### src/rtl/netlist_bist_pkg.sv
// Shared types and step functions for the netlist BIST controller.
// The LFSR and MISR step functions are pure so that a reference model can
// reuse them bit-for-bit.
package netlist_bist_pkg;

  localparam int BIST_W = 16;

  // Feedback taps at bits 15,13,12,10 : x^16 + x^14 + x^13 + x^11 + 1
  localparam logic [BIST_W-1:0] TAP_MASK = 16'hB400;

  typedef enum logic [1:0] {
    IDLE  = 2'd0,
    RUN   = 2'd1,
    FLUSH = 2'd2,
    DONE  = 2'd3
  } bist_state_e;

  // One Fibonacci LFSR shift: feedback bit enters at bit 0
  function automatic logic [BIST_W-1:0] lfsr_step(input logic [BIST_W-1:0] p);
    return {p[BIST_W-2:0], ^(p & TAP_MASK)};
  endfunction

  // One MISR compaction: LFSR shift of the signature xor the response word
  function automatic logic [BIST_W-1:0] misr_step(input logic [BIST_W-1:0] s,
                                                 input logic [BIST_W-1:0] r);
    return lfsr_step(s) ^ r;
  endfunction

endpackage

### src/rtl/netlist_bist_ctrl_misr16.sv
// 16-bit multiple-input signature register. clr has priority over en.
module misr16 import netlist_bist_pkg::*; (
  input  logic              clk,
  input  logic              rst,
  input  logic              clr,
  input  logic              en,
  input  logic [BIST_W-1:0] d,
  output logic [BIST_W-1:0] sig
);

  logic [BIST_W-1:0] sig_q, sig_d;

  // Next signature: clear on run start, compact when enabled, else hold
  always_comb begin
    sig_d = sig_q;
    if (clr)     sig_d = '0;
    else if (en) sig_d = misr_step(sig_q, d);
  end

  // Signature register
  always_ff @(posedge clk or posedge rst) begin
    if (rst) sig_q <= '0;
    else     sig_q <= sig_d;
  end

  assign sig = sig_q;

endmodule

### src/rtl/netlist_bist_ctrl.sv
// BIST driver/compactor for 16-in/16-out combinational netlists.
// LFSR drives pat_out, MISR compacts resp_in, signature compared to
// GOLDEN_SIG at the end of the run.
// Optional macro NETLIST_BIST_RESP_REG_EN registers the netlist response
// before compaction and adds a one-cycle FLUSH state; the signature is
// unchanged, busy is one cycle longer.
module netlist_bist_ctrl import netlist_bist_pkg::*; #(
  parameter int                N_PATTERNS = 256,
  parameter logic [BIST_W-1:0] SEED       = 16'hACE1,
  parameter logic [BIST_W-1:0] GOLDEN_SIG = 16'h0000
) (
  input  logic              clk,
  input  logic              rst,
  input  logic              start,
  input  logic [BIST_W-1:0] resp_in,
  output logic [BIST_W-1:0] pat_out,
  output logic              busy,
  output logic              done,
  output logic [BIST_W-1:0] signature,
  output logic              pass
);

  // An all-zero seed would lock the LFSR, so it is promoted to 1
  localparam logic [BIST_W-1:0] SEED_EFF = (SEED == '0) ? 16'h0001 : SEED;
  localparam logic [BIST_W-1:0] LAST_CNT = BIST_W'(N_PATTERNS - 1);

  bist_state_e       state_q, state_d;
  logic [BIST_W-1:0] cnt_q, cnt_d;
  logic [BIST_W-1:0] pat_q, pat_d;
  logic              pass_q, pass_d;
  logic              misr_clr, misr_en;
  logic [BIST_W-1:0] misr_d;
  logic [BIST_W-1:0] sig;
  logic [BIST_W-1:0] sig_next;

`ifdef NETLIST_BIST_RESP_REG_EN
  logic [BIST_W-1:0] resp_q, resp_d;
  logic              resp_vld_q, resp_vld_d;
  assign misr_d = resp_q;
`else
  assign misr_d = resp_in;
`endif

  // Signature as it will be after this edge's compaction; feeds pass
  assign sig_next = misr_step(sig, misr_d);

  // Next-state, counter, LFSR and compaction control
  always_comb begin
    state_d  = state_q;
    cnt_d    = cnt_q;
    pat_d    = pat_q;
    pass_d   = pass_q;
    misr_clr = 1'b0;
    misr_en  = 1'b0;
`ifdef NETLIST_BIST_RESP_REG_EN
    resp_d     = resp_q;
    resp_vld_d = resp_vld_q;
`endif
    case (state_q)
      IDLE, DONE: begin
        if (start) begin
          pat_d    = SEED_EFF;
          cnt_d    = '0;
          pass_d   = 1'b0;
          misr_clr = 1'b1;
          state_d  = RUN;
`ifdef NETLIST_BIST_RESP_REG_EN
          resp_vld_d = 1'b0;
`endif
        end
      end
      RUN: begin
        cnt_d = cnt_q + 1'b1;
`ifdef NETLIST_BIST_RESP_REG_EN
        // Compact the previous cycle's response, capture this one
        misr_en    = resp_vld_q;
        resp_d     = resp_in;
        resp_vld_d = 1'b1;
        if (cnt_q == LAST_CNT) state_d = FLUSH;
        else                   pat_d   = lfsr_step(pat_q);
`else
        misr_en = 1'b1;
        if (cnt_q == LAST_CNT) begin
          state_d = DONE;
          pass_d  = (sig_next == GOLDEN_SIG);
        end else begin
          pat_d = lfsr_step(pat_q);
        end
`endif
      end
`ifdef NETLIST_BIST_RESP_REG_EN
      FLUSH: begin
        // Last captured response still pending in resp_q
        misr_en    = 1'b1;
        resp_vld_d = 1'b0;
        pass_d     = (sig_next == GOLDEN_SIG);
        state_d    = DONE;
      end
`endif
      default: state_d = IDLE;
    endcase
  end

  // Control registers
  always_ff @(posedge clk or posedge rst) begin
    if (rst) begin
      state_q <= IDLE;
      cnt_q   <= '0;
      pat_q   <= '0;
      pass_q  <= 1'b0;
    end else begin
      state_q <= state_d;
      cnt_q   <= cnt_d;
      pat_q   <= pat_d;
      pass_q  <= pass_d;
    end
  end

`ifdef NETLIST_BIST_RESP_REG_EN
  // Response pipeline register breaking the LFSR->netlist->MISR path
  always_ff @(posedge clk or posedge rst) begin
    if (rst) begin
      resp_q     <= '0;
      resp_vld_q <= 1'b0;
    end else begin
      resp_q     <= resp_d;
      resp_vld_q <= resp_vld_d;
    end
  end
`endif

  misr16 u_misr (
    .clk (clk),
    .rst (rst),
    .clr (misr_clr),
    .en  (misr_en),
    .d   (misr_d),
    .sig (sig)
  );

  assign pat_out   = pat_q;
  assign busy      = (state_q == RUN) || (state_q == FLUSH);
  assign done      = (state_q == DONE);
  assign signature = sig;
  assign pass      = pass_q;

endmodule

### config.mk
export PLATFORM = sky130hd
export DESIGN_NAME = netlist_bist_ctrl
export DESIGN_NICKNAME = d
export VERILOG_FILES = /design/src/rtl/netlist_bist_pkg.sv /design/src/rtl/netlist_bist_ctrl_misr16.sv /design/src/rtl/netlist_bist_ctrl.sv
export SDC_FILE = /design/constraint.sdc
export NUM_CORES = 1
export LEC_CHECK = 0
export CORE_MARGIN = 3
export CORE_UTILIZATION = 35
export CTS_CLUSTER_DIAMETER = 30
export CTS_CLUSTER_SIZE = 10
export DETAILED_ROUTE_END_ITERATION = 10
export PLACE_DENSITY = 0.67
export SYNTH_ARGS = -nofsm -noshare
export SYNTH_HDL_FRONTEND = slang
export SYNTH_SLANG_ARGS = --single-unit
export TNS_END_PERCENT = 50
### constraint.sdc
create_clock -name clk -period 2.5 [get_ports clk]
set_input_delay 0.5 -clock clk [delete_from_list [all_inputs] [get_ports clk]]
set_output_delay 0.5 -clock clk [all_outputs]
set_load 0.005 [all_outputs]
After elaboration in Yosys (flattened, before gate mapping)
Cells that the tools add are included.
{ "classes": {"n_addsub": 1, "multipliers": 0, "div": 0, "magnitude_cmp": 0, "n_eq_ne": 7, "shift": 0, "n_mux": 16, "bitwise_logic": 1, "reduce_logical": 12} }
{ "ops": {"columns": ["op", "count"], "rows": [
  ["2-to-1 mux 16 bit", 5],
  ["one-hot mux 16 bit (2 select lines)", 2],
  ["parity 16 bit", 2],
  ["adder 16 x 1 -> 16 bit (second input constant)", 1],
  ["== test 16 x 8 -> 1 bit (second input constant)", 1],
  ["zero test 16 bit", 1],
  ["bitwise XOR 16 bit", 1],
  ["!= test 2 bit (second input constant)", 3],
  ["AND reduction 3 bit", 2],
  ["2-to-1 mux 1 bit", 5],
  ["== test 2 bit (second input constant)", 2],
  ["2-to-1 mux 2 bit", 2],
  ["one-hot mux 2 bit (2 select lines)", 1],
  ["AND reduction 2 bit", 2],
  ["nonzero test 2 bit", 2],
  ["== test 2 x 1 -> 1 bit (second input constant)", 1],
  ["zero test 2 bit", 1],
  ["one-hot mux 1 bit (2 select lines)", 1],
  ["OR reduction 2 bit", 1],
  ["logical OR 1 bit", 1]
]} }
{ "totals": {"register_bits": 51, "latchBits": 0, "ram_bits": 0, "mem_bits_ro": 0, "output_inout_bits": 35, "elab_cells": 42, "memories": 0} }

Depth between registers and ports, before layout
Gate-level depths: netlist of run 1.
{ "depth": {"ltp_word": 5, "depth_mapped": 7, "mapped_depth_nobuf": 7} }

Hierarchy
From an unflattened synthesis of run 1, not the netlist that was laid out.
{ "unflattened": {"hier_cells": 258, "hier_area_um2": 2687.6} }
{ "modules_own_cells": {"columns": ["mod", "instances", "cells_per_inst", "area_per_inst_um2", "seq_area_each_um2"], "rows": [
  ["netlist_bist_ctrl", 1, 184, 1890.6, 875.8],
  ["misr16", 1, 74, 797.0, 400.4]
]} }

Worst setup path before layout of run 1
No wires, ideal clock.
{ "synth_path": {"path_kind": "reg-to-reg", "from": "register state_q[0]", "to": "register cnt_q[6]", "setup_ns": 0.132, "arrival_ns": 1.653, "t_required_ns": 2.368, "slack_ns": 0.716, "path_stages_with_launch": 8, "n_path_buf": 0, "synth_period_minus_slack_ns": 1.784, "path_cell_list": "dfrtp_1 inv_1 ha_1 mux2i_1 nor2_1 nand4_1 xor2_1 nor2_1"} }
{ "synth_via": {"elab_chain_cells": 4, "word_cells_on_any_way": 8} }
{ "synth_rtl": {"columns": ["item", "line", "rtl"], "rows": [
  ["start, declared", "netlist_bist_ctrl.sv:27", "bist_state_e state_q, state_d;"],
  ["start signal, assigned", "netlist_bist_ctrl.sv:112", "state_q <= state_d;"],
  ["== test 2 bit / zero test 2 bit (equally long branches)", "netlist_bist_ctrl.sv:59", "case (state_q)"],
  ["OR reduction 2 bit", "netlist_bist_ctrl.sv:59", null],
  ["!= test 2 bit (no source line) / nonzero test 2 bit (equally long branches)", null, null],
  ["AND reduction 2 bit (no source line)", null, null],
  ["end signal, assigned", "netlist_bist_ctrl.sv:113", "cnt_q <= cnt_d;"],
  ["end, declared", "netlist_bist_ctrl.sv:28", "logic [BIST_W-1:0] cnt_q, cnt_d;"]
]} }
Parallel ways exist; a longest one is shown, timed or not.
A chain may end at the register's enable or synchronous reset.

Worst setup path in the final report of run 1
{ "layout_path": {"from": "register state_q[0]", "to": "output busy"} }
{ "layout_via": {"elab_chain_cells": 2, "word_cells_on_any_way": 3} }
{ "layout_rtl": {"columns": ["item", "line", "rtl"], "rows": [
  ["== test 2 x 1 -> 1 bit / == test 2 bit (equally long branches)", "netlist_bist_ctrl.sv:142", "assign busy = (state_q == RUN) || (state_q == FLUSH);"],
  ["logical OR 1 bit *", "netlist_bist_ctrl.sv:142", null],
  ["end, declared", "netlist_bist_ctrl.sv:17", "output logic busy,"]
]} }
Mark *: on every way between the ends. The rest lies on a longest branch, timed or not.

==> run summary, run 1 <==
Worst-Margin Slew - 0.551 ns
CP Launch Type - flip-flop
WHS Endpoint - pass$_DFFE_PP0P_
clk_skew - 0.00748 ns
Num Clock Sinks - 51
initial antenna violation count - 0
GRT Total Usage - 0.134
RSZ-0062 raised after global routing - no
CTS buffer count - 5
Mapped Cells - 232
postcts setup bufs - 0
port bufs - 53
Area Overhead vs Synth - 31.6%
crit path time final - 2.25 ns
Routed WL - 5150 um
crit path capture type - output pin
WHS Path Cells - 2
Pre-antenna DRT Iters - 4
Post-synth EDFFs - 0
MaxCap Viol Count - 0
Worst-path clk slew - 0.09 ns
vias in the first global route - 1934
FFs w/ async S/R, synth - 1.00
worst r2r path cells - 7
Worst R2R Start - state_q[0]$_DFFE_PP0P_
Syn Area/Cell - 10.8 um^2
Post-CTS Hold Buffers - 0
post-layout util - 0.481
Die X - 90.7 um
Placer Congestion - 0.743
Final setup viols - 0
Post-Synthesis Cell Area - 2510 um^2
setup slack, reg-to-reg - 0.50 ns
Netlist cell types - 42
headroom to the max-slew limit - 0.622
Vias/cell - 4.88
diode count - 0
R2R Path End - cnt_q[6]$_DFFE_PP0P_
Power Density - 1190 nW/um^2
Leakage - 1.37 nW
core area - 6870 um^2
achievable frequency - 445 MHz
largest net degree at the start of global routing - 29
worst setup path class - flip-flop to output pin
CTS H-tree lvls - 2
total grt overflow - 0
DR DRC count - 0
layout cells sized above 1 - 0.0900
Ports - 54
Arr. time, crit path - 1.75 ns
first-pass GRT wire length - 9120 um
Worst Hold Class - flip-flop to flip-flop
Post-Syn Nets - 255
die height - 90.7 um
Final Hold Fails - 0
clock latency on the worst-skew pair - 0.31 ns
period utilization - 0.899
TNS Setup - 0 ns
post-CTS sizing - 0
ys flop type - dfrtp_1
initial core utilization - 0.365
Root Driver - clkbuf_8
ANT nets after route - 0
Final Slew Violations - 0
sequential area share after synthesis - 0.509
Final HPWL DP - 3760 um
largest fanout on the critical path - 6
fin area - 3300 um^2
row cnt - 30
clk buf depth - 2
Initial DRC Count - 69
maximum VDD drop - 0.000510 V
wire length per cell - 13.4 um
nets - 311
WP data required - 2.00 ns
placed cell area - 3170 um^2
Seq cells post-synth - 51
via count - 1879
Die ar. - 8220 um^2
start point of the worst hold path - pass$_DFFE_PP0P_
status - complete, no violations
Synth Warn # - 0
TritonCTS clock tree - built
## placed cells by master, fill, tap and decap left out, types with 6 or more instances in the layout
cell,instances
a22o_1,8
xor2_1,6
xnor2_1,28
nand2_1,14
a211oi_1,14
clkdlybuf4s50_1,53
dfrtp_1,51
nor2_1,32
o21ai_0,7
inv_1,6
## stage by stage
stage | setup WS, ns | power, W | std cells | hold WS, ns
2_1_floorplan | 0.716 | 0.00245 | 232 | 0.470
3_3_place_gp | 0.404 | 0.00325 | 377 | 0.462
3_5_place_dp | 0.367 | 0.00327 | 377 | 0.487
4_1_cts | 0.232 | 0.00396 | 385 | 0.512
5_1_grt | 0.155 | 0.00422 | 385 | 0.560
6_report | 0.253 | 0.00392 | 385 | 0.515
## layout make-up
class	instances	area [um^2]
tap	96	120
clock inverter	3	67.6
timing repair buffer	57	573
multi-input combinational	166	1170
sequential	51	1280
clock buffer	5	68.8
fill	643	3570
inverter	7	26.3
## registers in the layout, indices dropped and copies added, names as in the netlist
name	count
cnt_q	16
pass	1
pat_out	16
state_q	2
u_misr.sig	16
## layer usage
layer | wire (um) | vias up | track usage
met4 | 70 | 0 | 0.0421
li1 | - | 925 | -
met3 | 374 | 6 | 0.0458
met1 | 2510 | 897 | 0.181
met2 | 2200 | 51 | 0.203
met5 | 0 | - | 0
## cells in the mapped netlist, types with 2 or more instances
| master | number | area share |
|---|---|---|
| nor2_1 | 32 | 0.048 |
| nor3_1 | 2 | 0.0040 |
| xor2_1 | 6 | 0.021 |
| o22a_1 | 5 | 0.017 |
| clkbuf_1 | 4 | 0.0060 |
| nand2_2 | 2 | 0.0050 |
| o31ai_1 | 2 | 0.0060 |
| a21oi_1 | 5 | 0.010 |
| nand3_1 | 4 | 0.0080 |
| a22o_1 | 8 | 0.028 |
| and4_1 | 2 | 0.0070 |
| nor4_1 | 2 | 0.0050 |
| xnor2_1 | 28 | 0.098 |
| mux2i_1 | 4 | 0.016 |
| nor4_4 | 2 | 0.017 |
| buf_2 | 2 | 0.0040 |
| a211oi_1 | 14 | 0.042 |
| nand4_1 | 5 | 0.012 |
| dfrtp_1 | 51 | 0.51 |
| o21ai_0 | 7 | 0.014 |
| ha_1 | 4 | 0.020 |
| nand2_1 | 14 | 0.021 |
| inv_1 | 7 | 0.010 |
| and3_1 | 2 | 0.0050 |
## worst max path at each step
stage | from | end | slack, ns
6_report | state_q[0]$_DFFE_PP0P_ | busy | 0.25
5_1_grt | state_q[0]$_DFFE_PP0P_ | busy | 0.15
4_1_cts | state_q[0]$_DFFE_PP0P_ | busy | 0.23
3_5_place_dp | resp_in[1] | pass$_DFFE_PP0P_ | 0.37
3_3_place_gp | resp_in[15] | pass$_DFFE_PP0P_ | 0.40
2_1_floorplan | state_q[0]$_DFFE_PP0P_ | cnt_q[6]$_DFFE_PP0P_ | 0.72
## worst max-delay path, stage by stage, from the launching register on
cell and delay (ns):
dfrtp_1 0.41, inv_1 0.06, ha_1 0.38, inv_1 0.09, clkdlybuf4s50_1 0.50
## where the power goes
part	switching [W]	internal, W	total [W]
logic	0.000787	0.00102	0.00180
clock network	0.000278	0.000399	0.000677
registers	0.000305	0.00114	0.00144
total	0.00137	0.00255	0.00392
## kinds of logic after synthesis
family                   count (synthesis)  share of synthesized area
buffers and inverters                   15                     0.0249
flip-flops                              51                      0.509
AND/OR/NAND/NOR                         79                      0.176
adder cells (fa/ha/maj)                  4                     0.0200
XOR/XNOR                                34                      0.119
AO/OA/AOI/OAI                           44                      0.130
multiplexers                             5                     0.0219
Note: power is estimated with default switching activity, not from simulation.
==> run 2, diff against run 1 <==
--- a/config.mk
+++ b/config.mk
@@ -8,10 +8,10 @@
 export CORE_MARGIN = 3
 export CORE_UTILIZATION = 35
 export CTS_CLUSTER_DIAMETER = 30
-export CTS_CLUSTER_SIZE = 10
 export DETAILED_ROUTE_END_ITERATION = 10
-export PLACE_DENSITY = 0.67
+export PLACE_DENSITY = 0.66
 export SYNTH_ARGS = -nofsm -noshare
 export SYNTH_HDL_FRONTEND = slang
+export SYNTH_HIERARCHICAL = 1
 export SYNTH_SLANG_ARGS = --single-unit
 export TNS_END_PERCENT = 50
==> run summary, run 2 <==
status - complete, no violations
layout cells sized above 1 - 0.0723
Arr. time, crit path - 1.75 ns
RSZ-0062 raised after global routing - no
core area - 7370 um^2
Root Driver - clkbuf_8
Pre-antenna DRT Iters - 4
Worst R2R Start - cnt_q[14]$_DFFE_PP0P_
Post-Synthesis Cell Area - 2690 um^2
clk_skew - 0.0154 ns
via count - 2106
commonest cells after routing, fill and taps aside - 53 x clkdlybuf4s50_1, 51 x dfrtp_1, 35 x xnor2_1
period utilization - 0.901
worst setup path class - flip-flop to output pin
Initial DRC Count - 37
Syn Area/Cell - 10.4 um^2
FFs w/ async S/R, synth - 1.00
initial core utilization - 0.365
fin area - 3460 um^2
share of the synthesized area in the top cell type - 0.475
Synth top cells by count - 51 x dfrtp_1, 35 x xnor2_1, 23 x nor2_1, 15 x a211oi_1, 14 x nand3_1
placed insts - 409
post-layout util - 0.469
Worst Hold Class - flip-flop to flip-flop
area occupied by registers - 1280 um^2
headroom to the max-slew limit - 0.560
CTS buffer count - 5
ANT nets after route - 0
row cnt - 31
Placer Congestion - 0.757
die height - 93.6 um
initial antenna violation count - 0
Num Clock Sinks - 51
placed cell area - 3360 um^2
start point of the worst hold path - cnt_q[2]$_DFFE_PP0P_
clk buf depth - 2
wire length per cell - 14.1 um
Worst-Margin Slew - 0.659 ns
Die ar. - 8770 um^2
MaxCap Viol Count - 0
maximum VDD drop - 0.000537 V
Synth Warn # - 6
multiplexer area fraction after synthesis - 0.00791
Seq cells post-synth - 51
TritonCTS clock tree - built
DR DRC count - 0
Worst-path clk slew - 0.10 ns
Final HPWL DP - 4380 um
postcts setup bufs - 0
post-CTS sizing - 0
Ports - 54
first-pass GRT wire length - 10000 um
WP data required - 2.00 ns
achievable frequency - 444 MHz
GRT Total Usage - 0.144
largest net degree at the start of global routing - 37
total grt overflow - 0
Final Slew Violations - 0
Power Density - 1150 nW/um^2
nets - 340
crit path time final - 2.25 ns
CTS H-tree lvls - 2
Area contributors post-synth - dfrtp_1 47%, xnor2_1 11%, a211oi_1 4.2%
Die X - 93.6 um
Post-synth EDFFs - 0
post-synthesis adder-cell area fraction - 0.0186
vias in the first global route - 2104
fill cell count - 708
top-count cell post-synth - dfrtp_1
Final Hold Fails - 0
diode count - 0
ys flop type - dfrtp_1
sequential area share after synthesis - 0.475
Yosys top cell by area - dfrtp_1
commonest non-fill, non-tap cell in the layout - clkdlybuf4s50_1
Vias/cell - 5.05
Area Overhead vs Synth - 28.7%
Post-CTS Hold Buffers - 0
crit path capture type - output pin
Synth Area in XOR/XNOR - 0.152
Routed WL - 5890 um
Leakage - 1.40 nW
Final setup viols - 0
Post-Syn Nets - 281
post-synthesis simple-gate area fraction - 0.165
TNS Setup - 0 ns
largest family of logic cells by synthesized area - simple AND/OR/NAND/NOR gates
Netlist cell types - 41
largest fanout on the critical path - 5
Mapped Cells - 258
Critical path origin - state_q[0]$_DFFE_PP0P_
clock latency on the worst-skew pair - 0.32 ns
Synth Area in Compound Gates - 0.159
Final Instance Count excl. Fillers - 417
multi-input logic area - 1350 um^2
port bufs - 53
CP Launch Type - flip-flop
==> run 2: stage by stage <==
step	setup WS, ns	total power [W]	hold slack (ns)
2_1_floorplan	0.471	0.00263	0.414
3_3_place_gp	0.298	0.00346	0.508
3_5_place_dp	0.255	0.00350	0.510
4_1_cts	0.230	0.00403	0.526
5_1_grt	0.123	0.00429	0.565
6_report	0.247	0.00398	0.518
==> run 2: critical path, cell delays in order, from the launching register on <==
cell and delay, ns:
dfrtp_1 0.39, inv_1 0.07, ha_1 0.37, inv_1 0.11
clkdlybuf4s50_1 0.51
==> run 2: cell type report <==
type,count,area share
clock buffers,5,0.0199
multi-input cells,192,0.390
flip-flops and latches,51,0.369
clock inverters,3,0.00796
well taps,99,0.0358
repair buffers,61,0.171
inverters,6,0.00651
==> run 2: logic make-up after synthesis <==
group,Yosys count
and+or+nand+nor,82
xor gates and xnor gates,45
AOI/OAI and AO/OA,59
DFF,51
buffers and inverters,15
adders and majority gates,4
muxes,2
==> run 2: power breakdown <==
part / internal (W) / total [W] / switching [W]
clock network: 0.000208 / 0.000516 / 0.000308
registers: 0.00113 / 0.00149 / 0.000367
logic: 0.00115 / 0.00197 / 0.000822
total: 0.00248 / 0.00398 / 0.00150
==> run 2: final timing paths <==
kind	cells after the start	to	slack, ns
hold / removal	1	cnt_q[2]$_DFFE_PP0P_	0.52
setup reg to reg	4	pat_out[4]$_DFFE_PP0P_	0.25
max in group asynchronous	2	u_misr/sig[0]$_DFFE_PP0P_	1.47
setup / recovery	4	busy	0.25
hold reg to reg	1	cnt_q[2]$_DFFE_PP0P_	0.52
min in group asynchronous	3	pat_out[6]$_DFFE_PP0P_	0.60
==> run 2: routing by layer <==
| layer | global-route usage | vias to the layer above | part of all wire |
|---|---|---|---|
| met5 | 0 | - | 0 |
| met4 | 0.0361 | 0 | 0.0078 |
| met3 | 0.0451 | 5 | 0.059 |
| met2 | 0.228 | 54 | 0.45 |
| met1 | 0.192 | 987 | 0.49 |
| li1 | - | 1060 | - |
==> run 3, diff against run 2 <==
--- a/config.mk
+++ b/config.mk
@@ -5,11 +5,13 @@
 export SDC_FILE = /design/constraint.sdc
 export NUM_CORES = 1
 export LEC_CHECK = 0
+export CORE_ASPECT_RATIO = 0.75
 export CORE_MARGIN = 3
 export CORE_UTILIZATION = 35
 export CTS_CLUSTER_DIAMETER = 30
 export DETAILED_ROUTE_END_ITERATION = 10
 export PLACE_DENSITY = 0.66
+export SLEW_MARGIN = 20
 export SYNTH_ARGS = -nofsm -noshare
 export SYNTH_HDL_FRONTEND = slang
 export SYNTH_HIERARCHICAL = 1
==> run summary, run 3 (same netlist as run 2, synthesis figures left out) <==
row cnt - 27
CP max stage delay - 0.71 ns
CP Cell Sequence - or4_4 > or4_1 > a21oi_4 > a22o_1
fill cell count - 682
worst setup path class - flip-flop to flip-flop
GRT Total Usage - 0.151
Area Overhead vs Synth - 29.0%
initial antenna violation count - 0
clock latency on the worst-skew pair - 0.31 ns
crit path capture type - flip-flop
final worst slack - 0.202 ns
Worst Hold Class - flip-flop to flip-flop
MaxCap Viol Count - 0
buffers plus inverters on the worst setup path - 0
Final Slew Violations - 0
Placer Congestion - 0.799
TritonCTS clock tree - built
Final setup viols - 0
maximum VDD drop - 0.000501 V
period utilization - 0.919
WHS Path Cells - 1
Critical path origin - cnt_q[12]$_DFFE_PP0P_
Worst R2R Start - cnt_q[12]$_DFFE_PP0P_
vias in the first global route - 2028
die height - 81.9 um
crit-path leading delay family - simple AND/OR/NAND/NOR gates
core area - 7400 um^2
Power Density - 1170 nW/um^2
nets - 338
Initial DRC Count - 121
layout cells sized above 1 - 0.0665
Die ar. - 8780 um^2
Die X - 107 um
achievable frequency - 435 MHz
headroom to the max-slew limit - 0.536
Placement Setup Slack - 0.194 ns
RSZ-0062 raised after global routing - no
port bufs - 53
diode count - 0
Num Clock Sinks - 51
setup slack, reg-to-reg - 0.20 ns
Hold Slack - 0.535 ns
worst setup path end - pat_out[4]$_DFFE_PP0P_
clk buf depth - 2
CTS buffer count - 5
WP data required - 2.75 ns
Final Hold Fails - 0
Final HPWL DP - 4620 um
largest net degree at the start of global routing - 40
wire length per cell - 14.9 um
worst r2r path cells - 4
crit path time final - 2.30 ns
Arr. time, crit path - 2.55 ns
Ports - 54
Root Driver - clkbuf_8
Routed WL - 6190 um
Vias/cell - 5.13
Worst-path clk slew - 0.10 ns
R2R Path End - pat_out[4]$_DFFE_PP0P_
largest fanout on the critical path - 8
DR DRC count - 0
initial core utilization - 0.363
post-CTS sizing - 0
via count - 2140
Post-CTS Hold Buffers - 0
Pre-antenna DRT Iters - 4
CP Launch Type - flip-flop
first-pass GRT wire length - 10300 um
postcts setup bufs - 0
CTS H-tree lvls - 2
Worst-Margin Slew - 0.677 ns
placed cell area - 3350 um^2
ANT nets after route - 0
total grt overflow - 0
commonest cells after routing, fill and taps aside - 53 x clkdlybuf4s50_1, 51 x dfrtp_1, 35 x xnor2_1
Stages on worst setup path - 4
TNS Setup - 0 ns
critical path's slowest cell - or4_1
Leakage - 1.40 nW
status - complete, no violations
commonest non-fill, non-tap cell in the layout - clkdlybuf4s50_1
fin area - 3470 um^2
clk_skew - 0.00986 ns
-- run 3: cell types whose count changed in the layout (fill, tap and decap cells not counted) --
cell        change
clkinv_4        +1
bufinv_16       +1
buf_4           -2
inv_8           -1
clkinvlp_4      -1
-- run 3: stage by stage --
step | power [W] | std cells | utilization
detailed placement | 0.00348 | 409 | 0.453
floorplan | 0.00263 | 258 | -
CTS | 0.00409 | 417 | 0.469
global route | 0.00436 | 417 | 0.469
global placement | 0.00344 | 409 | 0.453
finish | 0.00405 | 417 | 0.469
-- run 3: cell type report --
class,instances,area (um^2),share of cell area
clock buffer,5,68.8,0.0198
sequential,51,1280,0.368
timing repair buffer,59,576,0.166
tap,101,126,0.0364
inverter,6,22.5,0.00650
multi-input combinational,192,1350,0.389
clock inverter,3,47.5,0.0137
-- run 3: report_power, final --
group	leakage [nW]	switching (W)	internal [W]
sequential	0.646	0.000375	0.00113
combinational	0.695	0.000811	0.00113
clock	0.0587	0.000300	0.000304
total	1.40	0.00149	0.00256
-- run 3: routing by layer --
layer,vias up,share of wire,GRT usage
li1,1051,-,-
met1,1033,0.52,0.225
met2,45,0.42,0.215
met3,11,0.041,0.0299
met4,0,0.018,0.0536
met5,-,0,0
-- run 3: how the worst min path moves through the flow --
stage	from	to	slack (ns)
4_1_cts	cnt_q[0]$_DFFE_PP0P_	cnt_q[0]$_DFFE_PP0P_	0.53
2_1_floorplan	rst	u_misr/sig[0]$_DFFE_PP0P_	0.41
3_5_place_dp	pat_out[11]$_DFFE_PP0P_	pat_out[12]$_DFFE_PP0P_	0.51
5_1_grt	pat_out[6]$_DFFE_PP0P_	pat_out[7]$_DFFE_PP0P_	0.56
3_3_place_gp	pat_out[6]$_DFFE_PP0P_	pat_out[7]$_DFFE_PP0P_	0.51
6_report	pat_out[11]$_DFFE_PP0P_	pat_out[12]$_DFFE_PP0P_	0.53
